File: config.mk
export PLATFORM = sky130hd
export DESIGN_NAME = vga_timing_gen
export DESIGN_NICKNAME = d
export VERILOG_FILES = /design/src/rtl/vga_timing_gen.sv
export SDC_FILE = /design/constraint.sdc
export NUM_CORES = 1
export LEC_CHECK = 0
export ABC_CLOCK_PERIOD_IN_PS = 2200
export BUFFER_PORTS_ARGS = -buffer_cell sky130_fd_sc_hd__buf_2
export CAP_MARGIN = 40
export CORE_ASPECT_RATIO = 0.7
export CORE_MARGIN = 1.5
export CORE_UTILIZATION = 47
export CTS_BUF_LIST = sky130_fd_sc_hd__clkbuf_4 sky130_fd_sc_hd__clkbuf_8
export DETAILED_ROUTE_END_ITERATION = 16
export PLACE_DENSITY = 0.78
export SYNTH_ARGS = -nofsm -noshare
export SYNTH_HDL_FRONTEND = slang
export SYNTH_SLANG_ARGS = --single-unit
File: constraint.sdc
create_clock -name clk -period 2.2 [get_ports clk]
set_clock_uncertainty 0.1 [all_clocks]
set_input_delay 0.11 -clock clk [delete_from_list [all_inputs] [get_ports clk]]
set_output_delay 0.11 -clock clk [all_outputs]
set_load 0.01 [all_outputs]
File: src/rtl/vga_timing_gen.sv
// Parametrised VGA timing generator with a one-tick registered pixel output stage.
// Define VGA_TEST_PATTERN_EN to add a test_mode input that replaces the colour with 8 vertical bars.
module vga_timing_gen #(
  parameter int H_ACTIVE = 640,
  parameter int H_FP     = 16,
  parameter int H_SYNC   = 96,
  parameter int H_BP     = 48,
  parameter int V_ACTIVE = 480,
  parameter int V_FP     = 10,
  parameter int V_SYNC   = 2,
  parameter int V_BP     = 33,
  parameter int HS_POL   = 0,
  parameter int VS_POL   = 0,
  parameter int COLOR_W  = 8,
  parameter int CLK_DIV  = 2
) (
  input  logic                                                clk,
  input  logic                                                reset,
`ifdef VGA_TEST_PATTERN_EN
  input  logic                                                test_mode,
`endif
  input  logic [COLOR_W-1:0]                                  red,
  input  logic [COLOR_W-1:0]                                  green,
  input  logic [COLOR_W-1:0]                                  blue,
  output logic [$clog2(H_ACTIVE+H_FP+H_SYNC+H_BP)-1:0]        pixel_x,
  output logic [$clog2(V_ACTIVE+V_FP+V_SYNC+V_BP)-1:0]        pixel_y,
  output logic                                                pixel_req,
  output logic                                                line_start,
  output logic                                                frame_start,
  output logic [COLOR_W-1:0]                                  VGA_R,
  output logic [COLOR_W-1:0]                                  VGA_G,
  output logic [COLOR_W-1:0]                                  VGA_B,
  output logic                                                VGA_CLK,
  output logic                                                VGA_HS,
  output logic                                                VGA_VS,
  output logic                                                VGA_BLANK_N,
  output logic                                                VGA_SYNC_N
);

  localparam int H_TOTAL  = H_ACTIVE + H_FP + H_SYNC + H_BP;
  localparam int V_TOTAL  = V_ACTIVE + V_FP + V_SYNC + V_BP;
  localparam int XW       = $clog2(H_TOTAL);
  localparam int YW       = $clog2(V_TOTAL);
  localparam int DW       = $clog2(CLK_DIV);
  localparam int HS_START = H_ACTIVE + H_FP;
  localparam int HS_END   = HS_START + H_SYNC;
  localparam int VS_START = V_ACTIVE + V_FP;
  localparam int VS_END   = VS_START + V_SYNC;

  localparam logic [XW-1:0] H_LAST   = XW'(H_TOTAL - 1);
  localparam logic [YW-1:0] V_LAST   = YW'(V_TOTAL - 1);
  localparam logic [DW-1:0] DIV_LAST = DW'(CLK_DIV - 1);
  localparam logic [DW-1:0] DIV_HALF = DW'(CLK_DIV / 2);
  localparam logic          HS_ACT   = (HS_POL != 0);
  localparam logic          VS_ACT   = (VS_POL != 0);

  logic [DW-1:0]      div_q, div_d;
  logic [XW-1:0]      hCnt_q, hCnt_d;
  logic [YW-1:0]      vCnt_q, vCnt_d;
  logic               pixReq_q, pixReq_d;
  logic               lineStart_q, lineStart_d;
  logic               frameStart_q, frameStart_d;
  logic               vgaClk_q, vgaClk_d;
  logic               hs_q, hs_d;
  logic               vs_q, vs_d;
  logic               blankN_q, blankN_d;
  logic [COLOR_W-1:0] r_q, r_d, g_q, g_d, b_q, b_d;

  logic               tick;
  logic               curActive;
  logic [31:0]        hCur, vCur;
  logic [COLOR_W-1:0] srcR, srcG, srcB;

  assign tick      = (div_q == DIV_LAST);
  assign hCur      = 32'(hCnt_q);
  assign vCur      = 32'(vCnt_q);
  assign curActive = (hCur < H_ACTIVE) && (vCur < V_ACTIVE);

`ifdef VGA_TEST_PATTERN_EN
  localparam int BAR_W = (H_ACTIVE / 8 > 0) ? H_ACTIVE / 8 : 1;

  logic [31:0] barIdx;
  logic [2:0]  barCode;

  // Bar code counts down from white at the left edge to black at the right edge.
  always_comb begin
    barIdx  = hCur / BAR_W;
    barCode = (barIdx > 32'd7) ? 3'd0 : 3'(32'd7 - barIdx);
    if (test_mode) begin
      srcR = {COLOR_W{barCode[2]}};
      srcG = {COLOR_W{barCode[1]}};
      srcB = {COLOR_W{barCode[0]}};
    end else begin
      srcR = red;
      srcG = green;
      srcB = blue;
    end
  end
`else
  assign srcR = red;
  assign srcG = green;
  assign srcB = blue;
`endif

  // Output stage samples the pre-increment coordinates, so it lags the counters by one tick.
  always_comb begin
    div_d        = tick ? '0 : div_q + DW'(1);
    hCnt_d       = hCnt_q;
    vCnt_d       = vCnt_q;
    pixReq_d     = pixReq_q;
    lineStart_d  = 1'b0;
    frameStart_d = 1'b0;
    hs_d         = hs_q;
    vs_d         = vs_q;
    blankN_d     = blankN_q;
    r_d          = r_q;
    g_d          = g_q;
    b_d          = b_q;
    if (tick) begin
      if (hCnt_q == H_LAST) begin
        hCnt_d      = '0;
        lineStart_d = 1'b1;
        if (vCnt_q == V_LAST) begin
          vCnt_d       = '0;
          frameStart_d = 1'b1;
        end else begin
          vCnt_d = vCnt_q + YW'(1);
        end
      end else begin
        hCnt_d = hCnt_q + XW'(1);
      end
      pixReq_d = (32'(hCnt_d) < H_ACTIVE) && (32'(vCnt_d) < V_ACTIVE);
      hs_d     = ((hCur >= HS_START) && (hCur < HS_END)) ? HS_ACT : ~HS_ACT;
      vs_d     = ((vCur >= VS_START) && (vCur < VS_END)) ? VS_ACT : ~VS_ACT;
      blankN_d = curActive;
      r_d      = curActive ? srcR : '0;
      g_d      = curActive ? srcG : '0;
      b_d      = curActive ? srcB : '0;
    end
    vgaClk_d = (div_d >= DIV_HALF);
  end

  always_ff @(posedge clk or negedge reset) begin
    if (!reset) begin
      div_q        <= '0;
      hCnt_q       <= H_LAST;
      vCnt_q       <= V_LAST;
      pixReq_q     <= 1'b0;
      lineStart_q  <= 1'b0;
      frameStart_q <= 1'b0;
      vgaClk_q     <= 1'b0;
      hs_q         <= ~HS_ACT;
      vs_q         <= ~VS_ACT;
      blankN_q     <= 1'b0;
      r_q          <= '0;
      g_q          <= '0;
      b_q          <= '0;
    end else begin
      div_q        <= div_d;
      hCnt_q       <= hCnt_d;
      vCnt_q       <= vCnt_d;
      pixReq_q     <= pixReq_d;
      lineStart_q  <= lineStart_d;
      frameStart_q <= frameStart_d;
      vgaClk_q     <= vgaClk_d;
      hs_q         <= hs_d;
      vs_q         <= vs_d;
      blankN_q     <= blankN_d;
      r_q          <= r_d;
      g_q          <= g_d;
      b_q          <= b_d;
    end
  end

  assign pixel_x     = hCnt_q;
  assign pixel_y     = vCnt_q;
  assign pixel_req   = pixReq_q;
  assign line_start  = lineStart_q;
  assign frame_start = frameStart_q;
  assign VGA_R       = r_q;
  assign VGA_G       = g_q;
  assign VGA_B       = b_q;
  assign VGA_CLK     = vgaClk_q;
  assign VGA_HS      = hs_q;
  assign VGA_VS      = vs_q;
  assign VGA_BLANK_N = blankN_q;
  assign VGA_SYNC_N  = 1'b0;

endmodule

# ---- Word-level counts from Yosys, hierarchy flattened
# Index checks and enable logic that the tools add are counted.
dict set report totals {
  latch_bits 0
  register_bits 52
  ram_bits 0
  n_memories 0
  inputBits 26
  rom_bits 0
}
dict set report classes {
  shift 0
  reduce_logical 4
  n_eq_ne 2
  bitwise 0
  n_mul 0
  n_lt_le_gt_ge 9
  n_div 0
  add_sub_neg 3
  muxes 16
}
# cell count
set op_table {}
lappend op_table {{$mux 10} 5}
lappend op_table {{$lt 10x10->1 const B} 3}
lappend op_table {{$lt 10x9->1 const B} 3}
lappend op_table {{$mux 8} 3}
lappend op_table {{$add 10x1->10 const B} 2}
lappend op_table {{$eq 10x10->1 const B} 2}
lappend op_table {{$ge 10x10->1 const B} 1}
lappend op_table {{$ge 10x9->1 const B} 1}
lappend op_table {{$mux 1} 8}
lappend op_table {{$logic_and 1x1->1} 4}
lappend op_table {{$add 1x1->1 const B} 1}
lappend op_table {{$ge 1x1->1 const B} 1}

# ---- Longest topological paths before layout
# Gate-level depths: netlist of run 1.
dict set report depth {
  ltp_word 6
  ltp_mapped 8
}

# ---- Worst setup path before layout of run 1
# OpenSTA, ideal clock, no wires.
dict set report synth_path {
  kind {register to register}
  start {reg hCnt_q[0] (netlist: pixel_x[0])}
  end {reg pixReq_q (netlist: pixel_req)}
  t_required_ns 1.961
  arrival_time_ns 2.179
  setup_time_ns 0.139
  synth_period_minus_slack_ns 2.418
  path_slack_ns -0.218
  path_stages_with_launch 7
  path_cell_list {dfstp_2 -> ha_1 -> nand4_1 -> nor4_4 -> mux2_4 -> a211oi_2 -> o32ai_2}
}
dict set report synth_between {
  elab_chain_cells 5
  elab_cells_between_ends 9
}
# element line
set synth_rtl {}
lappend synth_rtl {{start, declared} 58} ;# logic [XW-1:0] hCnt_q, hCnt_d;
lappend synth_rtl {{start signal, assigned} 160} ;# hCnt_q <= hCnt_d;
lappend synth_rtl {{$add 10x1->10 or $eq 10x10->1 (tied branches)} {130, 120}}
lappend synth_rtl {{$mux 10} 120} ;# if (hCnt_q == H_LAST) begin
lappend synth_rtl {{$mux 10} 119} ;# if (tick) begin
lappend synth_rtl {{$lt 10x10->1 or $lt 10x9->1 (tied branches)} 132} ;# pixReq_d = (32'(hCnt_d) < H_ACTIVE) && (32'(vCnt_d) < V_ACTIVE);
lappend synth_rtl {{$logic_and 1x1->1 *} 132}
lappend synth_rtl {{end signal, assigned} 162} ;# pixReq_q <= pixReq_d;
lappend synth_rtl {{end, declared} 60} ;# logic pixReq_q, pixReq_d;
# Mark *: on every way between the ends. The rest lies on a longest branch, timed or not. The select of a mux whose other input is x is not followed.
# A chain may end at the register's enable or synchronous reset.

# ---- Worst setup path in the final report of run 1
dict set report layout_path {
  start {reg hCnt_q[6] (netlist: pixel_x[6])}
  end {reg pixReq_q (netlist: pixel_req)}
}
# Same word-level chain as after synthesis.

==> results of run 1 <==
## cell families (layout without fill, tap and decap cells)
family                   after synthesis  in the layout  share of synthesized area
XOR/XNOR                              13             13                     0.0487
AO/OA/AOI/OAI                         48             48                      0.159
adder cells (fa/ha/maj)                4              4                     0.0214
AND/OR/NAND/NOR                       65             65                      0.167
multiplexers                           2              2                     0.0107
other                                  1              1                    0.00160
flip-flops                            51             51                      0.552
buffers and inverters                 22            133                     0.0401
## state kept, by name, summed over array words and instances, names as in the netlist
register	count
pixel_req	1
VGA_VS	1
VGA_B	8
VGA_G	8
pixel_y	10
VGA_R	8
VGA_BLANK_N	1
line_start	1
frame_start	1
div_q	1
pixel_x	10
VGA_HS	1
## synth_stat cells (4+ instances only)
library cell   n  area share
nand3_1        7       0.015
ha_1           4       0.021
o21ai_0       11       0.024
inv_1          8       0.013
dfrtp_1       39        0.42
nand2_1       18       0.029
xnor2_1       11       0.041
clkbuf_1      11       0.018
nor3_1         4      0.0086
nor2_1         7       0.011
dfstp_2       12        0.13
a22o_1        24       0.090
nand4_1       10       0.027
## critical path, stage by stage, from the launching register on
cell and delay [ns]:
dfrtp_1 0.41, or3_4 0.44, nor4_4 0.34, mux2_4 0.33
a211oi_2 0.20, o32ai_2 0.12
## layout make-up
type | count | share of cell area
Clock inverter | 3 | 0.0135
Sequential cell | 51 | 0.397
Timing Repair Buffer | 117 | 0.231
Tap cell | 69 | 0.0265
Multi-Input combinational cell | 133 | 0.302
Clock buffer | 5 | 0.0212
Inverter | 8 | 0.00923
## path summary, 6_finish.rpt
| check | slack [ns] | start | cells past startpoint | end |
|---|---|---|---|---|
| worst max-delay path | 0.13 | pixel_x[6] | 5 | pixel_req |
| min in group clk | 0.38 | VGA_BLANK_N | 1 | VGA_BLANK_N |
| worst min-delay path | 0.20 | reset | 2 | VGA_B[1] |
| worst max register to register | 0.13 | pixel_x[6] | 5 | pixel_req |
| worst min register to register | 0.38 | VGA_BLANK_N | 1 | VGA_BLANK_N |
| max in group asynchronous | 1.12 | reset | 3 | pixel_y[2] |
## where the power goes
part	leakage (nW)	total (mW)	switching, mW	internal [mW]
registers	0.600	0.973	0.0124	0.960
logic	0.880	0.137	0.0602	0.0773
clock network	0.0581	0.652	0.313	0.339
## metrics by stage
stage	setup slack (ns)	utilization	setup TNS, ns
6_report	0.134	0.680	0
2_1_floorplan	-0.00536	-	-0.00536
3_5_place_dp	0.0910	0.600	0
3_3_place_gp	0.0931	0.600	0
5_1_grt	0.0569	0.680	0
4_1_cts	0.0591	0.676	0
## per-layer routing
metal | up-vias | part of all wire | track usage
met4 | 0 | 0.018 | 0.116
met5 | - | 0 | 0
met2 | 75 | 0.48 | 0.357
met3 | 10 | 0.061 | 0.0581
met1 | 1015 | 0.44 | 0.304
li1 | 966 | - | -
## timing repair
action	4_1_cts	5_1_grt
hold endpoints to repair	45	0
setup buffers	0	1
gates resized for setup	0	3
hold buffers	25	0
endpoints found under the setup margin	0	16
==> flow_summary.toml, run 1 <==
[die]
die_height_um = 62.0
ios = 78
die_area_mm2 = 0.00542
fp.dieW_um = 87.3
initial_core_util = 0.489
core.rowCount = 21
core-area_mm2 = 0.00478

[placed_design]
post-place-cells = 352
hpwl_mm = 3.81
port_buffers = 76
place_area_mm2 = 0.00287
gp_congestion = 0.884

[pwr]
power_density_mw_per_mm2 = 542
p_total_mw = 1.76
ir_drop_v = 0.000325
p_leak_nw = 1.54

[flow_run]
drv_cap = 0

[cells_and_area]
final_layout_size_suffix_gt1_frac = 0.394
layout_commonest_cell = "buf_2"
area_delta_synth_final_pct = 39.0
nets = 346
fin_cells = 386
mostFrequentLayoutCells = "76 x buf_2, 39 x dfrtp_1, 25 x dlygate4sd3_1"
multiInputGateArea_um2 = 981
seq_area_mm2 = 0.00129
fillerInstances = 354
final_area_mm2 = 0.00325
antenna_cells = 0

[yosys]
netlist_area_mm2 = 0.00234
ys_types = 41
ys.flop_type = "dfrtp_1"
synth_edf_count = 0
syn_area_per_cell_um2 = 11.4
syn-num-nets = 236
async_reset_ff_frac = 1.00
synth_seq_cells = 51
syn_inst = 206
synth_warnings = 0
seq_area_frac_synth = 0.552

[worst_setup_path]
required_ns = 2.29
worst_setup_path_start_kind = "register"
cp_max_fo = 5
endpoint_kind = "register"
crit_type = "register to register"
crit_arrival_ns = 2.15

[detailed_routing]
via_per_inst = 5.35
drc_errors = 0
dr.pass1.iters = 4
first_iter_violations = 127
via_count = 2066
ant_nets = 0
drt_wl_total_mm = 6.02
wl_per_cell_um = 15.6

[timing]
worstMarginPinSlew_ns = 0.516
drv_slew = 0
hold_slack_ns = 0.199
finalWorstPathRequiredPeriod_ns = 2.07
maxSlewHeadroom = 0.656
period_share = 0.939
max_freq_mhz = 484
hold_viol_final = 0
setup_viol = 0
rsz0062_at_grt = "false"

[global_routing]
grt_pass1_wl_mm = 9.22
grt_pass1_vias = 1893
grt_usage = 0.229
antenna_found_initial = 0
grt_max_degree = 28
grt_overflow_total = 0

[clock_network]
clock_latency_ns = 0.31
cts_tree = "yes"
h-tree-depth = 2
clk_pin_slew_worst_paths_ns = 0.09
clkSinkCount = 51
cts_made_buffers = 5
cts_max_path_buffers = 2
cts_root_buffer = "clkbuf_8"

[hold_path]
hold_path_class = "primary input to async pin"

[status]
status = "finished clean"
No activity file was read; power rests on OpenSTA's default activity.
==> run 2, diff against run 1 <==
- PLACE_DENSITY: 0.78 -> 0.79
==> flow_summary.toml, run 2 (same netlist as run 1, synthesis figures left out) <==
[cells_and_area]
mostFrequentLayoutCells = "76 x buf_2, 39 x dfrtp_1, 25 x dlygate4sd3_1"
final_area_mm2 = 0.00322
antenna_cells = 0
area_delta_synth_final_pct = 37.5
nets = 343
layout_commonest_cell = "buf_2"
fin_util = 0.673
fillerInstances = 353
fin_cells = 383
final_layout_size_suffix_gt1_frac = 0.389

[die]
ios = 78
die_area_mm2 = 0.00542
fp.dieW_um = 87.3
die_height_um = 62.0
initial_core_util = 0.489
core.rowCount = 21
core-area_mm2 = 0.00478

[detailed_routing]
drc_errors = 0
via_count = 2043
wl_per_cell_um = 15.5
via_per_inst = 5.33
ant_nets = 0
first_iter_violations = 117
drt_wl_total_mm = 5.95
dr.pass1.iters = 4

[status]
status = "finished clean"

[worst_setup_path]
r2r_slack_ns = 0.11
required_ns = 2.29
r2r-start = "pixel_x[0]"
path_depth = 7
rr_worst_depth = 7
path_cells = "ha_4, nand4_1, buf_4, nor4_4, mux2_4, a211oi_2, o32ai_2"
crit_arrival_ns = 2.18
worst_setup_path_start_kind = "register"
crit_slowest_cell = "dfstp_2"
crit_family = "flip-flops"
crit_path_max_incr_delay_ns = 0.60
endpoint_kind = "register"
crit_buf_inv = 1
rr_endpoint = "pixel_req"
cp_max_fo = 6
crit_type = "register to register"

[timing]
worstMarginPinSlew_ns = 0.560
maxSlewHeadroom = 0.627
setup_viol = 0
hold_slack_ns = 0.227
drv_slew = 0
rsz0062_at_grt = "false"
hold_viol_final = 0
period_share = 0.951
setup_tns_ns = 0
setup_ws_ns = 0.109
finalWorstPathRequiredPeriod_ns = 2.09
max_freq_mhz = 478

[clock_network]
cts_tree = "yes"
clk_pin_slew_worst_paths_ns = 0.09
cts_max_path_buffers = 2
cts_made_buffers = 5
clock_latency_ns = 0.31
cts_root_buffer = "clkbuf_8"
h-tree-depth = 2
clkSinkCount = 51

[placed_design]
port_buffers = 76
place_area_mm2 = 0.00286
gp_congestion = 0.826
preCtsSetupSlack_ns = 0.0294
hpwl_mm = 3.91
post-place-cells = 349

[hold_path]
hold_path_class = "primary input to async pin"

[global_routing]
antenna_found_initial = 0
grt_overflow_total = 0
grt_max_degree = 29
grt_pass1_wl_mm = 9.11
grt_pass1_vias = 1889
grt_usage = 0.222

[pwr]
p_total_mw = 1.66
p_leak_nw = 1.51
ir_drop_v = 0.000255
power_density_mw_per_mm2 = 517

[flow_run]
drv_cap = 0
==> run 2: area by class of cell <==
cell class,instances,area (um^2),share of cell area
repair buffers,114,741,0.230
clock buffers,5,68.8,0.0214
flip-flops and latches,51,1290,0.401
inverters,8,30.0,0.00933
clock inverters,3,23.8,0.00739
well taps,69,86.3,0.0268
multi-input cells,133,977,0.304
==> run 2: repair_timing <==
action | CTS | global route
buffers inserted | 0 | 1
hold endpoints to repair | 42 | 0
gates resized for setup | 0 | 4
hold buffers | 25 | 0
endpoints found under the setup margin | 0 | 28
==> run 2: worst max-delay path by stage <==
stage                      to  slack, ns  startpoint
global route        pixel_req      0.009  pixel_y[1]
global placement    pixel_req       0.12  pixel_x[0]
finish              pixel_req       0.11  pixel_x[0]
CTS                 pixel_req      0.004  pixel_y[1]
detailed placement  pixel_req       0.03  pixel_y[1]
floorplan           pixel_req     -0.005  pixel_x[7]
==> run 2: where the power goes <==
| part | switching (mW) | internal, mW |
|---|---|---|
| logic | 0.0589 | 0.0785 |
| registers | 0.0125 | 0.960 |
| clock network | 0.326 | 0.228 |
| total | 0.397 | 1.27 |
==> run 2: metal layers <==
metal / vias up / share of wire / track usage / wire [um]
met3: 9 / 0.044 / 0.0476 / 264
met1: 1024 / 0.46 / 0.305 / 2750
met4: 0 / 0.013 / 0.0839 / 77
met2: 58 / 0.48 / 0.355 / 2860
met5: - / 0 / 0 / 0
li1: 952 / - / - / -
==> run 3, diff against run 2 <==
- CTS_BUF_LIST: sky130_fd_sc_hd__clkbuf_4 sky130_fd_sc_hd__clkbuf_8 -> sky130_fd_sc_hd__clkbuf_4
==> flow_summary.toml, run 3 (same netlist as run 1, synthesis figures left out) <==
[status]
status = "finished clean"

[clock_network]
h-tree-depth = 2
cts_root_buffer = "clkbuf_4"
cts_max_path_buffers = 2
cts_tree = "yes"
cts_made_buffers = 5
clkSinkCount = 51
clk_pin_slew_worst_paths_ns = 0.16
clock_latency_ns = 0.38

[worst_setup_path]
crit_type = "register to register"
worst_setup_path_start_kind = "register"
required_ns = 2.40
cp_max_fo = 6
endpoint_kind = "register"
crit_arrival_ns = 2.35

[detailed_routing]
dr.pass1.iters = 4
wl_per_cell_um = 15.4
via_per_inst = 5.35
ant_nets = 0
first_iter_violations = 84
drc_errors = 0
via_count = 2049
drt_wl_total_mm = 5.91

[global_routing]
antenna_found_initial = 0
grt_usage = 0.222
grt_overflow_total = 0
grt_max_degree = 29
grt_pass1_wl_mm = 9.09
grt_pass1_vias = 1860

[timing]
max_freq_mhz = 466
finalWorstPathRequiredPeriod_ns = 2.15
period_share = 0.976
setup_viol = 0
maxSlewHeadroom = 0.625
rsz0062_at_grt = "true"
worstMarginPinSlew_ns = 0.563
drv_slew = 0
hold_viol_final = 0

[cells_and_area]
layout_commonest_cell = "buf_2"
mostFrequentLayoutCells = "76 x buf_2, 39 x dfrtp_1, 25 x dlygate4sd3_1"
final_layout_size_suffix_gt1_frac = 0.385
fin_util = 0.665
nets = 343
area_delta_synth_final_pct = 35.8
antenna_cells = 0
fillerInstances = 367

[die]
core-area_mm2 = 0.00478
die_height_um = 62.0
core.rowCount = 21
ios = 78
initial_core_util = 0.489
die_area_mm2 = 0.00542
fp.dieW_um = 87.3

[hold_path]
hold_path_class = "primary input to async pin"

[pwr]
ir_drop_v = 0.000215
p_total_mw = 1.55
p_leak_nw = 1.49
power_density_mw_per_mm2 = 488

[placed_design]
hpwl_mm = 3.91
port_buffers = 76
gp_congestion = 0.826

[flow_run]
drv_cap = 0
[run 3: cell count changes in the layout (fill, tap and decap cells not counted)]
| cell | delta |
|---|---|
| clkbuf_4 | +5 |
| clkbuf_8 | -5 |
| nor4_1 | +1 |
| nor4_2 | -1 |
| or2_2 | +1 |
| or2_4 | -1 |
[run 3: stage by stage]
step / std cells / hold WS, ns / TNS [ns] / worst slack [ns] / instance area (um^2)
finish: 383 / 0.142 / 0 / 0.0530 / 3180
floorplan: 206 / -0.286 / -0.00536 / -0.00536 / 2350
CTS: 382 / 0.144 / 0 / 0.00675 / 3170
detailed placement: 349 / 0.0349 / 0 / 0.0294 / 2860
global placement: 349 / 0.0292 / 0 / 0.116 / 2860
global route: 383 / 0.151 / -0.0741 / -0.0741 / 3180
[run 3: path summary, 6_finish.rpt]
kind                                to  slack (ns)  depth (start not counted)        start
setup / recovery             pixel_req        0.05                          8   pixel_x[0]
hold / removal             frame_start        0.14                          2        reset
setup reg to reg             pixel_req        0.05                          8   pixel_x[0]
hold reg to reg            VGA_BLANK_N        0.40                          1  VGA_BLANK_N
max in group asynchronous   pixel_y[9]        1.25                          3        reset
min in group clk              VGA_B[0]        0.36                          3      blue[0]
[run 3: report_power, final]
group / internal, mW / switching [mW] / total [mW]
logic: 0.0785 / 0.0592 / 0.138
registers: 0.961 / 0.0124 / 0.974
clock network: 0.129 / 0.312 / 0.440
[run 3: layout make-up]
type / count / area [um^2] / area share
inverters: 8 / 30.0 / 0.00945
multi-input cells: 133 / 968 / 0.305
well taps: 69 / 86.3 / 0.0272
repair buffers: 114 / 741 / 0.233
clock buffers: 5 / 37.5 / 0.0118
clock inverters: 3 / 23.8 / 0.00748
flip-flops and latches: 51 / 1290 / 0.406
[run 3: critical path: stages (launching register included)]
cell	delay (ns)
dfstp_2	0.61
ha_4	0.15
nand4_1	0.07
buf_4	0.18
nor4_1	0.35
buf_4	0.19
xnor2_1	0.13
nor3_2	0.06
o32ai_2	0.23
[run 3: routing by layer]
| metal | vias to the layer above | GRT usage | part of all wire |
|---|---|---|---|
| met5 | - | 0 | 0 |
| met4 | 0 | 0.0771 | 0.019 |
| met3 | 13 | 0.0476 | 0.046 |
| met2 | 55 | 0.351 | 0.48 |
| met1 | 1022 | 0.311 | 0.46 |
| li1 | 959 | - | - |
[run 3: timing repair]
action / in CTS / in global routing
resized for setup: 0 / 2
hold endpoints to repair: 47 / 0
buffers inserted: 0 / 1
pin swaps: 1 / 1
setup endpoints to repair: 1 / 28
hold buffers: 25 / 0
